File: src/rtl/decodificador_instrucao_fila_pkg.sv
// Shared field widths, opcode constants and helpers for the coprocessor instruction decoder.
package pkg_coprocessador;

  localparam int unsigned CAMPO_INSTR_W = 32;
  localparam int unsigned CAMPO_OPC_W   = 4;
  localparam int unsigned CAMPO_IDX_W   = 3;
  localparam int unsigned CAMPO_DATA_W  = 16;
  localparam int unsigned CAMPO_MAT_W   = 2;
  localparam int unsigned CAMPO_DEPTH   = 4;
  localparam int unsigned CAMPO_CNT_W   = 16;

  // Bit k set -> opcode k is accepted by the coprocessor
  localparam logic [15:0] MASCARA_LEGAL_PADRAO = 16'h00FF;

  localparam logic [CAMPO_OPC_W-1:0] OP_NOP       = 4'h0;
  localparam logic [CAMPO_OPC_W-1:0] OP_LER       = 4'h1;
  localparam logic [CAMPO_OPC_W-1:0] OP_ESCREVER  = 4'h2;
  localparam logic [CAMPO_OPC_W-1:0] OP_SOMA      = 4'h3;
  localparam logic [CAMPO_OPC_W-1:0] OP_SUBTRAI   = 4'h4;
  localparam logic [CAMPO_OPC_W-1:0] OP_MULTIPLICA = 4'h5;
  localparam logic [CAMPO_OPC_W-1:0] OP_TRANSPOE  = 4'h6;
  localparam logic [CAMPO_OPC_W-1:0] OP_ZERA_MAT  = 4'h7;

  // Output stage holds a decoded instruction or is empty
  typedef enum logic {
    VAZIO = 1'b0,
    CHEIO = 1'b1
  } estado_t;

  // Decoded payload for the default field layout, MSB first
  typedef struct packed {
    logic [CAMPO_OPC_W-1:0]  opcode;
    logic [CAMPO_IDX_W-1:0]  linha;
    logic [CAMPO_IDX_W-1:0]  coluna;
    logic [CAMPO_DATA_W-1:0] dado;
    logic [CAMPO_MAT_W-1:0]  id_matriz;
  } campos_t;

  // Splits a default-layout instruction word into its fields; trailing LSBs are dropped
  function automatic campos_t extrai_campos(input logic [CAMPO_INSTR_W-1:0] palavra);
    return campos_t'(palavra >> (CAMPO_INSTR_W - $bits(campos_t)));
  endfunction

endpackage

File: src/rtl/decodificador_instrucao_fila_fifo.sv
// Synchronous FIFO with occupancy count, synchronous reset and flush.
module fifo_sincrona #(
  parameter int unsigned WIDTH = 32,
  parameter int unsigned DEPTH = 4
) (
  input  logic                         clk,
  input  logic                         rst,
  input  logic                         limpa,
  input  logic                         push,
  input  logic                         pop,
  input  logic [WIDTH-1:0]             din,
  output logic [WIDTH-1:0]             dout,
  output logic                         full,
  output logic                         empty,
  output logic [$clog2(DEPTH+1)-1:0]   count
);

  localparam int unsigned PTR_W = $clog2(DEPTH);
  localparam int unsigned CNT_W = $clog2(DEPTH+1);

  logic [WIDTH-1:0] mem [DEPTH];
  logic [PTR_W-1:0] wr_ptr;
  logic [PTR_W-1:0] rd_ptr;
  logic             wr_en;
  logic             rd_en;

  assign full  = (count == CNT_W'(DEPTH));
  assign empty = (count == '0);
  assign wr_en = push && !full;
  assign rd_en = pop && !empty;
  assign dout  = mem[rd_ptr];

  // Storage array; contents need no reset because count gates visibility
  always_ff @(posedge clk) begin
    if (wr_en) begin
      mem[wr_ptr] <= din;
    end
  end

  // Pointers wrap naturally since DEPTH is a power of two
  always_ff @(posedge clk) begin
    if (rst || limpa) begin
      wr_ptr <= '0;
      rd_ptr <= '0;
      count  <= '0;
    end else begin
      if (wr_en) wr_ptr <= wr_ptr + PTR_W'(1);
      if (rd_en) rd_ptr <= rd_ptr + PTR_W'(1);
      case ({wr_en, rd_en})
        2'b10:   count <= count + CNT_W'(1);
        2'b01:   count <= count - CNT_W'(1);
        default: count <= count;
      endcase
    end
  end

endmodule

File: src/rtl/decodificador_instrucao_fila.sv
// Buffers host instruction words and hands decoded legal ones to the coprocessor control FSM.
module decodificador_instrucao_fila
  import pkg_coprocessador::*;
#(
  parameter int unsigned              INSTR_W   = CAMPO_INSTR_W,
  parameter int unsigned              OPC_W     = CAMPO_OPC_W,
  parameter int unsigned              IDX_W     = CAMPO_IDX_W,
  parameter int unsigned              DATA_W    = CAMPO_DATA_W,
  parameter int unsigned              MAT_W     = CAMPO_MAT_W,
  parameter int unsigned              DEPTH     = CAMPO_DEPTH,
  parameter logic [(2**OPC_W)-1:0]    OPC_LEGAL = MASCARA_LEGAL_PADRAO,
  parameter int unsigned              CNT_W     = CAMPO_CNT_W
) (
  input  logic                        clk,
  input  logic                        rst,
  input  logic                        limpa,
  input  logic                        instr_valid,
  output logic                        instr_ready,
  input  logic [INSTR_W-1:0]          instrucao,
  output logic                        dec_valid,
  input  logic                        dec_ready,
  output logic [OPC_W-1:0]            opcode,
  output logic [IDX_W-1:0]            linha,
  output logic [IDX_W-1:0]            coluna,
  output logic [DATA_W-1:0]           dado,
  output logic [MAT_W-1:0]            id_matriz,
  output logic                        erro_opcode,
  output logic                        erro_sticky,
  output logic [$clog2(DEPTH+1)-1:0]  ocupacao,
  output logic [CNT_W-1:0]            cont_instr
);

  localparam int unsigned USED_W = OPC_W + 2*IDX_W + DATA_W + MAT_W;
  localparam int unsigned OPC_LO = INSTR_W - OPC_W;
  localparam int unsigned LIN_LO = OPC_LO - IDX_W;
  localparam int unsigned COL_LO = LIN_LO - IDX_W;
  localparam int unsigned DAT_LO = COL_LO - DATA_W;
  localparam int unsigned MAT_LO = DAT_LO - MAT_W;

  // Elaboration-time parameter sanity checks
  if (INSTR_W < USED_W) begin : g_chk_largura
    $error("INSTR_W too narrow for the configured field widths");
  end
  if ((DEPTH < 2) || ((DEPTH & (DEPTH - 1)) != 0)) begin : g_chk_depth
    $error("DEPTH must be a power of two and at least 2");
  end

  logic               fifo_full;
  logic               fifo_empty;
  logic [INSTR_W-1:0] head;
  logic               push_c;
  logic               pop_c;
  logic               load_c;
  logic               err_c;
  logic               inc_c;
  logic               legal_c;
  logic [OPC_W-1:0]   head_opc;
  logic               unused_head;
  estado_t            state_q;
  estado_t            state_d;

  assign instr_ready = !fifo_full && !limpa && !rst;
  assign push_c      = instr_valid && instr_ready;
  assign head_opc    = head[OPC_LO +: OPC_W];
  assign legal_c     = OPC_LEGAL[head_opc];
  assign dec_valid   = (state_q == CHEIO);
  assign unused_head = ^head;

  fifo_sincrona #(
    .WIDTH (INSTR_W),
    .DEPTH (DEPTH)
  ) u_fifo (
    .clk   (clk),
    .rst   (rst),
    .limpa (limpa),
    .push  (push_c),
    .pop   (pop_c),
    .din   (instrucao),
    .dout  (head),
    .full  (fifo_full),
    .empty (fifo_empty),
    .count (ocupacao)
  );

  // Output-stage state register
  always_ff @(posedge clk) begin
    if (rst) begin
      state_q <= VAZIO;
    end else begin
      state_q <= state_d;
    end
  end

  // Next state plus pop/load/error/count strobes; a free or draining stage evaluates the FIFO head
  always_comb begin
    state_d = state_q;
    pop_c   = 1'b0;
    load_c  = 1'b0;
    err_c   = 1'b0;
    inc_c   = 1'b0;
    if (limpa) begin
      state_d = VAZIO;
    end else begin
      case (state_q)
        VAZIO: begin
          if (!fifo_empty) begin
            pop_c = 1'b1;
            if (legal_c) begin
              load_c  = 1'b1;
              state_d = CHEIO;
            end else begin
              err_c = 1'b1;
            end
          end
        end
        CHEIO: begin
          if (dec_ready) begin
            inc_c   = 1'b1;
            state_d = VAZIO;
            if (!fifo_empty) begin
              pop_c = 1'b1;
              if (legal_c) begin
                load_c  = 1'b1;
                state_d = CHEIO;
              end else begin
                err_c = 1'b1;
              end
            end
          end
        end
        default: state_d = VAZIO;
      endcase
    end
  end

  // Decoded field register, error flags and dispatch counter
  always_ff @(posedge clk) begin
    if (rst) begin
      opcode      <= '0;
      linha       <= '0;
      coluna      <= '0;
      dado        <= '0;
      id_matriz   <= '0;
      erro_opcode <= 1'b0;
      erro_sticky <= 1'b0;
      cont_instr  <= '0;
    end else begin
      if (load_c) begin
        opcode    <= head[OPC_LO +: OPC_W];
        linha     <= head[LIN_LO +: IDX_W];
        coluna    <= head[COL_LO +: IDX_W];
        dado      <= head[DAT_LO +: DATA_W];
        id_matriz <= head[MAT_LO +: MAT_W];
      end
      erro_opcode <= err_c;
      erro_sticky <= limpa ? 1'b0 : (erro_sticky || err_c);
      if (inc_c) begin
        cont_instr <= cont_instr + CNT_W'(1);
      end
    end
  end

endmodule
File: config.mk
export PLATFORM = sky130hd
export DESIGN_NAME = decodificador_instrucao_fila
export DESIGN_NICKNAME = d
export VERILOG_FILES = /design/src/rtl/decodificador_instrucao_fila_pkg.sv /design/src/rtl/decodificador_instrucao_fila_fifo.sv /design/src/rtl/decodificador_instrucao_fila.sv
export SDC_FILE = /design/constraint.sdc
export NUM_CORES = 1
export LEC_CHECK = 0
export ABC_AREA = 1
export CAP_MARGIN = 20
export CORE_MARGIN = 10
export CORE_UTILIZATION = 40
export CTS_BUF_LIST = sky130_fd_sc_hd__clkbuf_4 sky130_fd_sc_hd__clkbuf_8
export CTS_CLUSTER_DIAMETER = 30
export CTS_CLUSTER_SIZE = 25
export DETAILED_ROUTE_END_ITERATION = 10
export RECOVER_POWER = 100
export SYNTH_ARGS = -nofsm -noshare
export SYNTH_HDL_FRONTEND = slang
export SYNTH_SLANG_ARGS = --single-unit
export TNS_END_PERCENT = 10
File: constraint.sdc
create_clock -name clk -period 3.2 [get_ports clk]
set_input_delay 0.32 -clock clk [delete_from_list [all_inputs] [get_ports clk]]
set_output_delay 0.32 -clock clk [all_outputs]
set_load 0.02 [all_outputs]
* Yosys cells after proc, flatten, opt, wreduce, memory -nomap -nowiden *
Memories as Yosys holds them, arrays and structs flattened. A register that Yosys moved wholly into a read port is not among the register bits.
Index checks and enable logic that the tools add are counted.

word-level totals
  memory bits (writable) = 128
  bits of input ports = 37
  output and inout port bits = 51
  memory bits (read-only) = 16
  word-level logic and storage cells = 63
  memories kept = 2
  register bits = 54

memories
  name              depth  width  rd ports  clocked after Yosys merged registers in  wr ports  RTL line                                 text
  u_fifo.mem        4      32     1         1                                        1         decodificador_instrucao_fila_fifo.sv:21  logic [WIDTH-1:0] mem [DEPTH];
  (name not given)  16     1      1         0                                        0         decodificador_instrucao_fila.sv:65       assign legal_c = OPC_LEGAL[head_opc];

operators by class
  equal/unequal tests = 3
  reduce and logical (&&, ||, !) cells = 14
  bitwise gates (word level) = 1
  $lt $le $gt $ge = 1
  mux-type cells = 25
  add/sub/neg operators = 5

operators by type and width
  operator                                              number
  two-way mux 1 bit                                     18
  adder 16 x 1 -> 16 bit (second input constant)        1
  one-hot mux 1 bit (2 select lines)                    4
  one-hot mux 3 bit (2 select lines)                    1
  logical AND 1 bit                                     5
  < comparator 4 x 5 -> 1 bit (second input constant)   1
  adder 2 x 1 -> 2 bit (second input constant)          2
  logical NOT 1 bit                                     4
  two-way mux 2 bit                                     2
  adder 3 x 1 -> 3 bit (second input constant)          1
  equality test 3 bit (second input constant)           1
  logical NOT 3 bit                                     1
  subtractor 3 x 1 -> 3 bit (second input constant)     1
  equality test 2 x 1 -> 1 bit (second input constant)  1
  equality test 2 bit (second input constant)           1
  logical OR 1 bit                                      2
  nonzero test 2 bit                                    1
  OR reduction 2 bit                                    1
  inverter 1 bit                                        1

* Depth between registers and ports, before layout *
Gate-level depths: netlist (run 1).

  word-level depth = 8
  mapped depth = 11
  mapped depth without buffers = 11

* Cells and area by module *
From an unflattened synthesis (run 1), not the netlist that was laid out.

second synthesis, totals
  cell total of the unflattened synthesis = 644
  area total of the unflattened synthesis = 7220.7 um2

by module, submodules not included
  module                        times used  cells each  area each (um2)
  fifo_sincrona                 1           379         5268.8
  decodificador_instrucao_fila  1           265         1951.9

* Worst setup path after synthesis (run 1) *
OpenSTA, ideal clock, no wires.

  kind = reg2reg
  start = register u_fifo.count[1]
  end = memory u_fifo.mem[0][10], enable pin
  stages on the path, launching flop included = 5
  setup slack = 716 ps
  path buffers = 0
  arrival time = 2071 ps
  library setup time = 413 ps
  cell sequence = dfxtp_1 > inv_1 > nand3_1 > nand3_2 > nor2_1

between the ends
  longest elaborated chain between the ends = 8

ends and longest elaborated chain
  element                                    RTL line                                                                     text
  start: declaration                         decodificador_instrucao_fila_fifo.sv:15                                      output logic [$clog2(DEPTH+1)-1:0] count
  start signal: assignment                   decodificador_instrucao_fila_fifo.sv:50                                      2'b10: count <= count + CNT_W'(1);
  start signal: assignment                   decodificador_instrucao_fila_fifo.sv:51                                      2'b01: count <= count - CNT_W'(1);
  start signal: assignment                   decodificador_instrucao_fila_fifo.sv:52                                      default: count <= count;
  equality test 3 bit *                      decodificador_instrucao_fila_fifo.sv:27                                      assign full = (count == CNT_W'(DEPTH));
  logical NOT 1 bit *                        decodificador_instrucao_fila_fifo.sv:29, decodificador_instrucao_fila.sv:62
  logical AND 1 bit (2 in a row)             decodificador_instrucao_fila.sv:62                                           assign instr_ready = !fifo_full && !limpa && !rst;
  logical AND 1 bit                          decodificador_instrucao_fila.sv:63                                           assign push_c = instr_valid && instr_ready;
  logical AND 1 bit *                        decodificador_instrucao_fila_fifo.sv:29                                      assign wr_en = push && !full;
  two-way mux 1 bit *                        decodificador_instrucao_fila_fifo.sv:35                                      if (wr_en) begin
  two-way mux 1 bit (not written as such) *  decodificador_instrucao_fila_fifo.sv:36                                      mem[wr_ptr] <= din;
  end: declaration                           decodificador_instrucao_fila_fifo.sv:21

Every way passes the cells marked *; elsewhere a longest branch is shown, timed or not.

* Worst setup path in the final report (run 1) *
  start = input port rst
  end = output port instr_ready

between the ends
  longest elaborated chain between the ends = 2

ends and longest elaborated chain
  element             RTL line                            text
  start: declaration  decodificador_instrucao_fila.sv:15  input logic rst,
  logical NOT 1 bit   decodificador_instrucao_fila.sv:62
  logical AND 1 bit   decodificador_instrucao_fila.sv:62
  end: declaration    decodificador_instrucao_fila.sv:18  output logic instr_ready,

Every way passes these cells.

==> results of run 1 <==
logic make-up after synthesis:
kind of cell	Yosys count	share of synthesized area, %
compound gates	112	8.38
buf+inv	91	5.79
flops	168	66.7
fa+ha+maj	7	1.42
simple gates	296	17.7
metrics by stage:
| stage | instance area, µm² | setup WS, ns | std cells |
|---|---|---|---|
| finish | 8180 | 0.581 | 994 |
| global route | 8180 | 0.388 | 993 |
| CTS | 8220 | 0.813 | 992 |
| detailed placement | 7780 | 0.604 | 960 |
| global placement | 7780 | 0.579 | 960 |
| floorplan | 6720 | 0.716 | 674 |
layout by cell type, fill, tap and decap left out, types with 3 or more instances in the layout:
master           count
a21oi_1             18
buf_4                3
bufinv_16            4
clkbuf_1             3
clkbuf_2             4
clkbuf_8            18
clkdlybuf4s50_1      3
clkinv_4             3
dfxtp_1             54
dlygate4sd3_1       80
edfxtp_1           112
ha_1                 6
inv_1               63
nand2_1             99
nand3_1             11
nand4_1              7
nor2_1             167
nor2_4               4
nor3_1               3
o21ai_0             79
o21ai_1             13
routing by layer:
layer  part of all wire, %  global-route usage [%]
met1                    46                    16.7
met2                    47                    20.2
met4                  0.45                    5.35
met3                   6.3                    3.93
met5                     0                       0
registers in the layout, summed over array words and instances, names as in the netlist, named ones only:
register	cells
erro_sticky	1
coluna	3
dec_valid	1
u_fifo.mem	112
cont_instr	16
id_matriz	2
linha	3
u_fifo.wr_ptr	2
opcode	4
u_fifo.count	3
dado	16
erro_opcode	1
u_fifo.rd_ptr	2
worst register-to-register path, delay by kind of cell (launching register included):
kind,cells,cell delay [ns]
AO/OA/AOI/OAI,4,0.46
flip-flops,1,0.34
AND/OR/NAND/NOR,2,0.19
adder cells (fa/ha/maj),2,0.64
buffers and inverters,3,0.72
path summary, 6_finish.rpt:
| kind | startpoint | end | slack [ns] | depth (start not counted) |
|---|---|---|---|---|
| max | rst | instr_ready | 0.58 | 6 |
| min reg2reg | opcode[3] | opcode[3] | 0.45 | 2 |
| max reg2reg | u_fifo.count[0] | u_fifo.count[2] | 0.76 | 11 |
| min | opcode[3] | opcode[3] | 0.45 | 2 |
final cells by class:
cell class	instances	area share (%)
sequential	168	54.8
multi-input combinational	415	22.7
timing repair buffer	93	10.8
tap	220	3.36
clock buffer	19	3.12
inverter	64	2.94
clock inverter	13	2.19
antenna	2	0.0612
power breakdown:
part	internal (µW)	total (µW)	switching [µW]
logic	57.2	141	84.1
clock network	875	1610	735
registers	2330	2340	6.95
==> key figures, run 1 <==
Route
  – Vias: 4643
  – DR vias/cell: 4.67
  – Antenna Nets Post-Route: 0
  – DRC: 0
  – DR WL/cell: 14.4 µm
  – Drt pass-1 iters: 4
  – DRT iter0 DRCs: 269
  – Final wirelength: 14300 µm

STA
  – Slew Limit Headroom: -30.0%
  – Final setup TNS: 0 ns
  – WHS: 0.449 ns
  – Hold Vio Cnt, Final: 0
  – Setup Viol. Count Final: 0
  – Fin Clk Skew: 0.0100 ns
  – Fmax: 0.382 GHz
  – Worst Max-Slew Pin Slew: 1.95 ns
  – Max-slew violation count: 42
  – Period utilization: 81.9%
  – Final min period: 2.62 ns
  – RSZ-0062 raised after global routing: no

Global route
  – Largest net degree at the start of global routing: 56
  – Gr usage total: 13.1%
  – Global route overflow: 0
  – Initial antenna violation count: 1
  – Vias in the first global route: 4538
  – First-pass GRT wire length: 23100 µm

Critical path
  – CP Class: in2out
  – Worst EP required: 2.88 ns
  – Critical Path Fanout Max: 8
  – Top delay family on crit path: buffers and inverters
  – CP max stage delay: 0.70 ns
  – Slowest CP cell: dlygate4sd3_1
  – Bufs and invs on worst path: 4
  – Critical path launch point type: primary input
  – Worst Path Arrival: 2.30 ns
  – Cells along the critical path: clkdlybuf4s50_1 -> nor2_1 -> clkbuf_1 -> inv_1 -> a31oi_1 -> dlygate4sd3_1
  – Worst setup EP type: output pin

Floorplanning
  – Die Wd: 150 µm
  – DIE HEIGHT: 150 µm
  – Starting Density: 40.7%
  – Row count: 47
  – Die area: 22400 µm²
  – Core box area: 16500 µm²
  – Num ports: 88

Run
  – Maxcap violations: 1

Clock tree
  – Reg clk slew, reported paths: 0.08 ns
  – Cts repair resizes: 0
  – CTS Buf Count: 17
  – Clk_lat worst skew: 0.44 ns
  – Clock sinks: 168
  – H-tree Lvls: 4
  – CTS tree: yes
  – Postcts setup bufs: 0
  – CTS root buffer: clkbuf_8
  – Hold Buf Count CTS: 0
  – Clock Tree Buf Depth: 2

Finish
  – P&R area growth vs syn: 21.8%
  – Area occupied by multi-input gates: 1860 µm²
  – Nets: 803
  – Final core occ: 49.5%
  – FF/Latch Area: 4490 µm²
  – # fillers: 1504
  – Layout cells sized above 1: 6.35%

Pwr
  – Leak: 0.00320 µW
  – IR drop worst, VDD: 286 µV
  – Cell Pwr Density: 499 nW/µm²
  – Post-route total power: 4090 µW

Synth
  – Synthesis Warnings: 0
  – Post-Synthesis Cell Area: 6720 µm²
  – Sequential share of the synthesized area: 66.7%
  – Post-synth EDFFs: 112
  – Post-Synthesis Cells: 674
  – Cell taking the most area after synthesis: edfxtp_1
  – Syn Nets: 718
  – Synth Register Bits: 168
  – Most common cell in the netlist: nor2_1
  – Post-synth top area share: 50.1%
  – Primary FF master, synth: edfxtp_1
  – Syn avg cell area: 9.97 µm²
  – Ys async rst share: 0%
  – Post-synth top cells: nor2_1 (169), edfxtp_1 (112), nand2_1 (98)
  – Library cells used by synthesis: 26
  – Ranking of synthesized cells by area: edfxtp_1 (50%), dfxtp_1 (17%), nor2_1 (9.4%)

Placement
  – I/O Buffers: 83
  – GPL Wtd Cong: 0.824
  – Dpl hpwl: 8800 µm

Worst hold path
  – Hold crit path type: reg2reg

Status
  – Failing checks: capacitance limit, slew limit
  – Status: finished, violations left
(Power assumes the default switching activity.)
==> run 2, diff against run 1 <==
- clock period: 3.2 -> 2.3 ns (I/O delays scaled with it)
==> key figures, run 2 (synthesized netlist as in run 1, its figures left out) <==
Finish
  – Nets: 806
  – Top reg by flops: u_fifo.mem
  – FF/Latch Area: 4490 µm²
  – Layout cells sized above 1: 6.58%
  – Max reg flops: 112
  – Area occupied by multi-input gates: 1860 µm²
  – ANT cells: 0
  – Largest regs: u_fifo.mem (112), cont_instr (16), dado (16)
  – P&R area growth vs syn: 21.0%
  – Commonest non-fill, non-tap cell in the layout: nor2_1
  – # fillers: 1529
  – Commonest cells after routing, fill and taps aside: nor2_1 (167), edfxtp_1 (112), nand2_1 (99)
  – Final Cell Area: 8130 µm²

Clock tree
  – Clock Tree Buf Depth: 2
  – Hold Buf Count CTS: 0
  – H-tree Lvls: 4
  – Cts repair resizes: 0
  – Clock sinks: 168
  – CTS root buffer: clkbuf_8
  – CTS Buf Count: 17
  – Clk_lat worst skew: 0.44 ns
  – Reg clk slew, reported paths: 0.09 ns
  – Postcts setup bufs: 0
  – CTS tree: yes

Critical path
  – Worst Path Arrival: 1.89 ns
  – Top delay family on crit path: buffers and inverters
  – Worst setup EP type: output pin
  – Worst EP required: 2.07 ns
  – Critical Path Fanout Max: 4
  – CP max stage delay: 0.70 ns
  – CP Class: in2out
  – Cells along the critical path: clkdlybuf4s50_1 -> nor2_1 -> inv_1 -> a31oi_1 -> dlygate4sd3_1
  – Bufs and invs on worst path: 3
  – Critical path launch point type: primary input
  – Slowest CP cell: dlygate4sd3_1

Placement
  – Dpl hpwl: 9240 µm
  – GPL Wtd Cong: 0.874
  – I/O Buffers: 83
  – DP Area: 7870 µm²

STA
  – Hold Vio Cnt, Final: 0
  – Max-slew violation count: 0
  – Fin Clk Skew: 0.0102 ns
  – Slew Limit Headroom: 57.7%
  – Fmax: 0.471 GHz
  – Final setup TNS: 0 ns
  – RSZ-0062 raised after global routing: no
  – Period utilization: 92.2%
  – WHS: 0.462 ns
  – Final min period: 2.12 ns
  – Worst Max-Slew Pin Slew: 0.635 ns
  – Setup Viol. Count Final: 0

Global route
  – Largest net degree at the start of global routing: 56
  – First-pass GRT wire length: 23900 µm
  – Gr usage total: 13.5%
  – Vias in the first global route: 4754
  – Global route overflow: 0
  – Initial antenna violation count: 1

Floorplanning
  – Core box area: 16500 µm²
  – Die area: 22400 µm²
  – Row count: 47
  – Die Wd: 150 µm
  – Num ports: 88
  – DIE HEIGHT: 150 µm
  – Starting Density: 40.7%

Route
  – DR WL/cell: 14.7 µm
  – Antenna Nets Post-Route: 0
  – DR vias/cell: 4.78
  – Drt pass-1 iters: 4
  – DRT iter0 DRCs: 326
  – Vias: 4759
  – DRC: 0
  – Final wirelength: 14600 µm

Pwr
  – Sw Pwr: 1200 µW
  – Reg power frac: 61.4%
  – Cell Pwr Density: 651 nW/µm²
  – Cell internal pwr: 4090 µW
  – Post-route total power: 5290 µW
  – Sw Share: 22.7%
  – IR drop worst, VDD: 324 µV
  – Comb power frac: 3.9%
  – Leak: 0.00318 µW
  – Clk pwr share: 34.7%

Run
  – Maxcap violations: 0

Status
  – Status: completed

Worst hold path
  – Hold crit path type: reg2reg
-- run 2: cell type report --
| cell class | count | area share, % |
|---|---|---|
| Tap cell | 220 | 3.39 |
| Multi-Input combinational cell | 415 | 22.9 |
| Clock inverter | 14 | 1.22 |
| Timing Repair Buffer | 96 | 11.4 |
| Sequential cell | 168 | 55.2 |
| Clock buffer | 18 | 2.97 |
| Inverter | 64 | 2.95 |
-- run 2: per-layer routing --
metal	share of wire [%]	track usage, %	vias up
met2	49	22.7	98
met1	44	15.9	2259
met3	6.8	4.80	4
met5	0.089	0	-
met4	0.32	3.88	2
li1	-	-	2396
-- run 2: power by group through the flow --
stage / sequential, µW / clock [µW] / combinational [µW]
after floorplan: 3330 / 0 / 83.0
after global placement: 3320 / 0 / 220
after detailed placement: 3320 / 0 / 227
after CTS: 3250 / 1900 / 228
after global routing: 3250 / 2050 / 233
final: 3250 / 1830 / 206
-- run 2: path summary, 6_finish.rpt --
| path | from | to | slack, ns | cells past startpoint |
|---|---|---|---|---|
| setup / recovery | limpa | instr_ready | 0.18 | 5 |
| setup reg to reg | u_fifo.count[1] | u_fifo.mem[3][18] | 0.33 | 6 |
| hold / removal | erro_sticky | erro_sticky | 0.46 | 2 |
| hold reg to reg | erro_sticky | erro_sticky | 0.46 | 2 |
-- run 2: stage by stage --
stage | setup slack (ns) | cells | utilization, %
2_1_floorplan | -0.184 | 674 | -
3_3_place_gp | 0.0577 | 963 | 47.6
3_5_place_dp | 0.0892 | 963 | 47.6
4_1_cts | 0.176 | 995 | 49.7
5_1_grt | 0.0919 | 995 | 49.2
6_report | 0.179 | 995 | 49.2
-- run 2: worst min-delay path, delay by kind of cell (launching register included) --
kind / cells / cell delay (ns)
DFF: 1 / 0.32
buffers and inverters: 1 / 0.05
AOI/OAI and AO/OA: 1 / 0.05
==> run 3, diff against run 2 <==
- SKIP_CTS_REPAIR_TIMING: not set -> 1
==> results of run 3 <==
Final layout, timing and power as in run 2 (identical DEF).
==> variant: new RTL, config.mk and constraints of run 2 <==
Change the package constant `CAMPO_DATA_W` from 16 to 12.
--- a/src/rtl/decodificador_instrucao_fila_pkg.sv
+++ b/src/rtl/decodificador_instrucao_fila_pkg.sv
@@ -6,3 +6,3 @@
   localparam int unsigned CAMPO_IDX_W   = 3;
-  localparam int unsigned CAMPO_DATA_W  = 16;
+  localparam int unsigned CAMPO_DATA_W  = 12;
   localparam int unsigned CAMPO_MAT_W   = 2;
Ports: changed (resized dado); port bits go from 88 to 84. The function was not compared with the original's and may differ.
==> variant against run 2 <==
Sequential cell count down 20. Fmax fell by 0.99%. Power down 5.1%. Utilization increased by 0.72 points. Worst setup slack got worse by 0.021 ns. Design area fell by 10%. Register-to-register slack worse by 0.06 ns. Area after synthesis is 11% lower. Die area down 9.5%. Sequential power is 12% lower. Routed wire length is 14% lower. Largest cell class unchanged. Largest power group unchanged. Highest routed layer is now met4.
==> variant: results <==
export IMPL_status="finished, final reports clean"
export IMPL_crit_path_start="rst"
export IMPL_placed_cells=853
export IMPL_nets=732
export IMPL_cp_max_fo=4
export IMPL_vias=4198
export IMPL_ir_drop_uv=457
export IMPL_dpl_instance_area_mm2=0.00701
export IMPL_ys_top_cells_by_area="edfxtp_1, dfxtp_1, nor2_1, o21ai_0, nand2_1"
export IMPL_drt_iter0_drc=268
export IMPL_synth_edf_count=96
export IMPL_viasPerCell=4.74
export IMPL_dp_hpwl_um=8000
export IMPL_syn_inst=603
export IMPL_whs_ns=0.464
export IMPL_wl_met2_um=5850
export IMPL_grt_pass1_wl_um=20900
export IMPL_drt_met1_wl_um=5710
export IMPL_final_hold_viol_count=0
export IMPL_skew_ns=0.00950
export IMPL_avgRoutedWirePerCell_um=14.2
export IMPL_grt_max_degree=48
export IMPL_place_gp_congestion=0.749
export IMPL_tightest_slew_ns=0.761
export IMPL_p_leak_nw=2.84
export IMPL_yosysSeqAreaShare=0.655
export IMPL_grt_use_total=0.130
export IMPL_clk_pin_slew_ns=0.07
==> variant: cell types whose count changed after synthesis, sizes merged, moves of 4 or more <==
cell	run 2	this run
clkbuf	14	9
o21ai	92	81
nor2	172	150
edfxtp	112	96
dfxtp	56	52
nand2	100	93
inv	64	57
==> variant: cell families after synthesis <==
| logic type | Yosys count | synth area share |
|---|---|---|
| and+or+nand+nor | 264 | 0.181 |
| buffers and inverters | 81 | 0.0600 |
| DFF | 148 | 0.655 |
| adders and majority gates | 7 | 0.0159 |
| AOI/OAI and AO/OA | 102 | 0.0865 |
| xor gates and xnor gates | 1 | 0.00146 |
==> variant: worst paths after layout <==
path,cells past startpoint,to
min reg2reg,2,erro_sticky
min,2,erro_sticky
max,5,instr_ready
max reg2reg,6,u_fifo.mem[2][22]
==> variant: layer usage <==
| layer | track usage | vias to the layer above |
|---|---|---|
| li1 | - | 2158 |
| met4 | 0.0394 | 0 |
| met1 | 0.150 | 1949 |
| met3 | 0.0574 | 11 |
| met2 | 0.212 | 80 |
| met5 | 0 | - |
==> variant: metrics by stage <==
| stage | setup slack [ns] | util |
|---|---|---|
| finish | 0.158 | 0.499 |
| global route | 0.0380 | 0.499 |
| CTS | 0.154 | 0.507 |
| detailed placement | 0.0569 | 0.480 |
| global placement | 0.0789 | 0.480 |
| floorplan | -0.0770 | - |
==> variant: report_power, final <==
part | leakage (nW) | switching (mW) | internal, mW
clock network | 0.196 | 0.894 | 1.09
logic | 1.36 | 0.106 | 0.0736
registers | 1.29 | 0.00842 | 2.85
total | 2.84 | 1.01 | 4.01
==> variant: layout make-up <==
cell class | count | area (µm²)
sequential | 148 | 3930
multi-input combinational | 374 | 1680
timing repair buffer | 89 | 835
antenna | 1 | 2.50
clock buffer | 20 | 256
inverter | 58 | 218
clock inverter | 12 | 138
tap | 184 | 230
fill | 1364 | 7310
==> variant: worst max-delay path, stage by stage <==
cell and delay, ns:
dlygate4sd3_1 0.55, nor2_1 0.21, inv_1 0.12, a31oi_1 0.17
clkdlybuf4s50_1 0.63
